--- src/rtl/regfile_sb.sv ---
// regfile_sb: parametrised multi-read-port register file with a pending-write
// scoreboard, write-to-read bypass and a one-register-per-cycle clear engine
// that runs after every reset.
//
// Handshake note: this block has no valid/ready pairs. wr_en_i and iss_en_i
// are single-cycle strobes that are accepted on the rising edge only while
// busy_o is 0. While busy_o is 1 they are silently dropped. Callers must hold
// off until busy_o falls.
module regfile_sb #(
  parameter int DATA_W   = 32,
  parameter int NUM_REGS = 32,
  parameter int ADDR_W   = 5,
  parameter int NUM_RD   = 2,
  parameter int ZERO_REG = 1,
  parameter int BYPASS   = 1
) (
  input  logic                     clk_i,
  input  logic                     rst_i,
  input  logic [NUM_RD*ADDR_W-1:0] rd_addr_i,
  output logic [NUM_RD*DATA_W-1:0] rd_data_o,
  output logic [NUM_RD-1:0]        rd_pend_o,
  input  logic                     wr_en_i,
  input  logic [ADDR_W-1:0]        wr_addr_i,
  input  logic [DATA_W-1:0]        wr_data_i,
  input  logic                     iss_en_i,
  input  logic [ADDR_W-1:0]        iss_addr_i,
  output logic                     busy_o,
  output logic                     pend_any_o
);

  typedef enum logic {ST_CLEAR, ST_READY} state_e;

  localparam logic [ADDR_W-1:0] LAST_REG = ADDR_W'(NUM_REGS - 1);

  state_e              state_q;
  logic [ADDR_W-1:0]   clr_ptr_q;
  logic [NUM_REGS-1:0] pend_q;
  logic [DATA_W-1:0]   mem_q [NUM_REGS];

  logic ready;
  logic wr_ok;
  logic iss_ok;

  // An address names a real, writable register: in range and not the
  // hard-wired zero register.
  function automatic logic addr_ok(input logic [ADDR_W-1:0] a);
    logic in_range;
    logic is_zero;
    in_range = int'(a) < NUM_REGS;
    is_zero  = (ZERO_REG != 0) && (a == '0);
    return in_range && !is_zero;
  endfunction

  assign ready  = (state_q == ST_READY);
  assign wr_ok  = wr_en_i  && !rst_i && ready && addr_ok(wr_addr_i);
  assign iss_ok = iss_en_i && !rst_i && ready && addr_ok(iss_addr_i);

  // Control FSM: clear sequencing plus the pending-bit scoreboard.
  // Issue is applied after writeback so a same-address issue leaves pend set.
  always_ff @(posedge clk_i) begin
    if (rst_i) begin
      state_q   <= ST_CLEAR;
      clr_ptr_q <= '0;
      pend_q    <= '0;
    end else begin
      case (state_q)
        ST_CLEAR: begin
          if (clr_ptr_q == LAST_REG) begin
            state_q <= ST_READY;
          end else begin
            clr_ptr_q <= clr_ptr_q + ADDR_W'(1);
          end
        end
        default: begin
          if (wr_ok) begin
            pend_q[wr_addr_i] <= 1'b0;
          end
          if (iss_ok) begin
            pend_q[iss_addr_i] <= 1'b1;
          end
        end
      endcase
    end
  end

  // Storage array: zeroed one entry per cycle during clear, else writeback.
  // Reset itself leaves the contents alone; the clear engine does the work.
  always_ff @(posedge clk_i) begin
    if (!rst_i && state_q == ST_CLEAR) begin
      mem_q[clr_ptr_q] <= '0;
    end else if (wr_ok) begin
      mem_q[wr_addr_i] <= wr_data_i;
    end
  end

  // Read ports: out-of-range and zero-register reads give 0, a matching
  // valid write is forwarded when bypass is enabled, else the stored value.
  always_comb begin
    rd_data_o = '0;
    rd_pend_o = '0;
    for (int k = 0; k < NUM_RD; k++) begin
      logic [ADDR_W-1:0] ra;
      ra = rd_addr_i[k*ADDR_W +: ADDR_W];
      if (ready && addr_ok(ra)) begin
        if ((BYPASS != 0) && wr_ok && (wr_addr_i == ra)) begin
          rd_data_o[k*DATA_W +: DATA_W] = wr_data_i;
          rd_pend_o[k]                  = 1'b0;
        end else begin
          rd_data_o[k*DATA_W +: DATA_W] = mem_q[ra];
          rd_pend_o[k]                  = pend_q[ra];
        end
      end
    end
  end

  assign busy_o     = (state_q == ST_CLEAR);
  assign pend_any_o = ready && (|pend_q);

endmodule

--- config.mk ---
export PLATFORM = sky130hd
export DESIGN_NAME = regfile_sb
export DESIGN_NICKNAME = d
export VERILOG_FILES = /design/src/rtl/regfile_sb.sv
export SDC_FILE = /design/constraint.sdc
export NUM_CORES = 1
export LEC_CHECK = 0
export ABC_AREA = 0
export CAP_MARGIN = 20
export CORE_MARGIN = 2
export CORE_UTILIZATION = 40
export CTS_CLUSTER_DIAMETER = 60
export DETAILED_ROUTE_END_ITERATION = 10
export MAX_ROUTING_LAYER = met4
export SLEW_MARGIN = 10
export SYNTH_ARGS = -nofsm -noshare
export SYNTH_HDL_FRONTEND = slang
export SYNTH_SLANG_ARGS = --single-unit
--- constraint.sdc ---
create_clock -name clk_i -period 4.7 [get_ports clk_i]
set_clock_uncertainty 0.05 [all_clocks]
set_input_delay 0.94 -clock clk_i [delete_from_list [all_inputs] [get_ports clk_i]]
set_output_delay 0.94 -clock clk_i [all_outputs]
set_load 0.1 [all_outputs]
==> parameters.txt <==
Parameter                              Value

Routing
  Remaining DRCs    0
  Number of design-rule violations left by the first detailed-router iteration    between 3000 and 4000
  Average wire per cell in the routed design    about 34 um
  Number of nets with antenna violations after detailed routing    0
  WL final    167 mm
  Number of iterations in the first detailed-routing pass    7
  Via total after detailed routing    32200
  Vias/cell    between 6 and 7

Timing
  Minimum hold slack    469 ps
  Setup total negative slack    0 ps
  Worst slew margin relative to its limit    approximately 27%
  Final worst-path cycle share    between 90% and 100%
  Pins over their slew limit    0
  Minimum clock period after layout    4670 ps
  Fmax achieved    between 0.2 and 0.25 GHz
  Number of setup violations in the final report    0
  RSZ-0062 raised after global routing    false
  Final Hold Fails    0
  Worst Max-Slew Pin Slew    approximately 1100 ps

Global routing
  Number of global-route vias before repair    roughly 33000
  GRT overflow    0
  First-pass GRT wire length    about 240 mm
  Pin count of the biggest net entering global routing    46
  Initial antenna violation count    5
  Total Routing Usage GR    around 27%

Critical path
  Slowest cell on the critical path    sky130_fd_sc_hd__nor3_1
  CP dominant cell by count    sky130_fd_sc_hd__buf_12
  Kind of capture point of the worst setup path    output port
  Total buffers and inverters traversed by the critical path    4
  Worst Setup Path Type    in -> out
  Stage delay of the slowest cell on the critical path    540 ps
  CP max FO    23
  Cells traversed along the worst timing path    clkdlybuf4s50_1, or3_1, o311ai_4, buf_12, o311ai_4, buf_12, nor3_1, a211o_1, buf_12
  Dominant delay contributor by cell family on the critical path    buffers and inverters
  Data arrival at the endpoint of the critical path    3680 ps
  Data required time at the worst endpoint    3710 ps
  Kind of start point of the critical path    primary input

Clocking
  Number of buffers added by the clock tree synthesis step    109
  Hold-fix buffers, CTS    0
  Root buf cell    sky130_fd_sc_hd__clkbuf_16
  Clock latency reported for the late side of the worst-skew pair    around 700 ps
  Clock transition at the register clock pins on the worst setup and hold paths after CTS    about 60 ps
  H-Tree Level Count    3
  Clock tree from TritonCTS    done
  Deepest clock path buffer count    3
  Sink count of the clock tree    approximately 1100

Yosys
  Cell types occupying the most area after synthesis    sky130_fd_sc_hd__edfxtp_1 (61%), sky130_fd_sc_hd__mux4_2 (18%), sky130_fd_sc_hd__mux2i_1 (6.0%), sky130_fd_sc_hd__o221ai_1 (2.2%), sky130_fd_sc_hd__o22ai_1 (2.0%)
  Syn_area_per_cell    17.3 um^2
  Synthesized netlist cell count    slightly below 3000
  Most frequent cell after synthesis    sky130_fd_sc_hd__edfxtp_1
  Post-Synthesis Net Count    2951
  EDFF count, synth    ~1000
  Area leader, netlist    sky130_fd_sc_hd__edfxtp_1
  Share of the synthesized area in the top cell type    roughly three fifths
  Async set-or-reset flop fraction in the synthesized netlist    0%
  Unique masters post-synth    55
  Mapped cell area    between 50000 and 60000 um^2
  Yosys warns    0
  Main synth FF type    sky130_fd_sc_hd__edfxtp_1
  Synth cell count leaders    sky130_fd_sc_hd__edfxtp_1 (1024), sky130_fd_sc_hd__mux4_2 (393), sky130_fd_sc_hd__mux2i_1 (302), sky130_fd_sc_hd__o22ai_1 (157), sky130_fd_sc_hd__clkbuf_1 (134)
  Register bit count reported by yosys    1062
  Sequential element share of the synthesized area    a little over three fifths

Floorplanning
  Die Y-Extent    358 um
  Chip width    358 um
  Count of boundary I/O pins    roughly 120
  Core footprint    roughly 120000 um^2
  # rows    ~130
  Area of the die    128000 um^2
  Initial core utilization    roughly two fifths

Finish
  Final design utilization    between 40% and 50%
  Syn-to-layout area delta    19.6%
  Ratio of cells with drive above 1 in the final layout    a little under 30%
  Fillers    approximately 10000
  Multi-input gate area    18000 um^2
  FF+latch area    between 30000 and 40000 um^2
  Design Area, Final    roughly 60000 um^2
  Post-layout nets    3187

Place
  Number of buffer cells added on primary ports    about 120
  Cell Area, Placed    between 50000 and 60000 um^2
  Placed wire-length estimate    106 mm
  Routability cong.    0.897

Pwr
  Leakage power    approximately 18 nW
  Power density cells    between 300 and 400 nW/um^2
  Post-layout power    20.4 mW
  Maximum VDD drop    between 0.2 and 0.3 mV

Hold path
  Hold/Removal Path Class    reg -> reg

Status
  Outcome    finished clean

Run
  Max-cap check violation count    0
sequential cells by signal (all words and copies together) (netlist names):
name and cells:
pend_q 32, mem_q 1024, clr_ptr_q 5, ready 1
per-stage QoR:
| step | worst slack (ps) | instances |
|---|---|---|
| 3_3_place_gp | -433 | 4627 |
| 4_1_cts | 11.4 | 4831 |
| 5_1_grt | 5.85 | 4856 |
| 3_5_place_dp | -442 | 4629 |
| 6_report | 29.4 | 4858 |
| 2_1_floorplan | 474 | 2893 |
metal layers:
layer | GRT usage [%] | vias up | share of wire (%)
met3 | 4.73 | 413 | 9.4
met4 | 11.0 | 0 | 4.3
met1 | 34.7 | 17000 | 38
met2 | 42.2 | 1840 | 48
met5 | - | - | 0
li1 | - | 12900 | -
what timing repair did:
action                     in CTS  in global routing
gates resized for setup        10                 14
pin swaps                       2                  0
setup endpoints to repair      41                 13
buffers inserted                3                  0
layout make-up:
cell class / count / area share (%)
inverter: 8 / 0.0501
tap: 1637 / 3.42
sequential: 1062 / 52.6
clock buffer: 136 / 4.94
clock inverter: 63 / 0.935
antenna: 4 / 0.0167
multi-input combinational: 1581 / 30.0
timing repair buffer: 367 / 8.05
placed cells by master, fill, tap and decap left out, types with 63 or more instances in the layout:
cell	n
sky130_fd_sc_hd__nand2_1	63
sky130_fd_sc_hd__o22ai_1	156
sky130_fd_sc_hd__mux2i_1	302
sky130_fd_sc_hd__mux4_2	393
sky130_fd_sc_hd__buf_4	153
sky130_fd_sc_hd__buf_12	137
sky130_fd_sc_hd__clkbuf_16	115
sky130_fd_sc_hd__edfxtp_1	1024
sky130_fd_sc_hd__o221ai_1	126
sky130_fd_sc_hd__a21oi_1	99
worst register-to-register path: cells and delay by family (launching register included):
kind,cells,cell delay (ps)
flip-flops,1,520
AO/OA/AOI/OAI,2,160
buffers and inverters,6,1230
AND/OR/NAND/NOR,3,1090
kinds of logic after synthesis:
| family | share of synthesized area (%) |
|---|---|
| AOI/OAI and AO/OA | 7.59 |
| DFF | 62.9 |
| buffers and inverters | 2.11 |
| and+or+nand+nor | 3.24 |
| adders and majority gates | 0.0499 |
| muxes | 23.9 |
| xor gates and xnor gates | 0.227 |
where the power goes:
| group | internal, mW | switching (mW) | leakage (nW) | total, mW |
|---|---|---|---|---|
| Sequential | 10.3 | 0.0296 | 8.48 | 10.3 |
| Clock | 4.94 | 3.69 | 1.73 | 8.63 |
| Combinational | 0.609 | 0.882 | 8.27 | 1.49 |
| Total | 15.8 | 4.60 | 18.5 | 20.4 |
final timing paths:
path                     start       endpoint  slack, ps  cells past startpoint
setup / recovery  wr_addr_i[2]   rd_data_o[3]         30                      9
setup reg to reg         ready  mem_q[30][25]       1340                     11
hold reg to reg     pend_q[22]     pend_q[22]        470                      2
hold / removal      pend_q[22]     pend_q[22]        470                      2
Note: power is estimated with default switching activity, not from simulation.
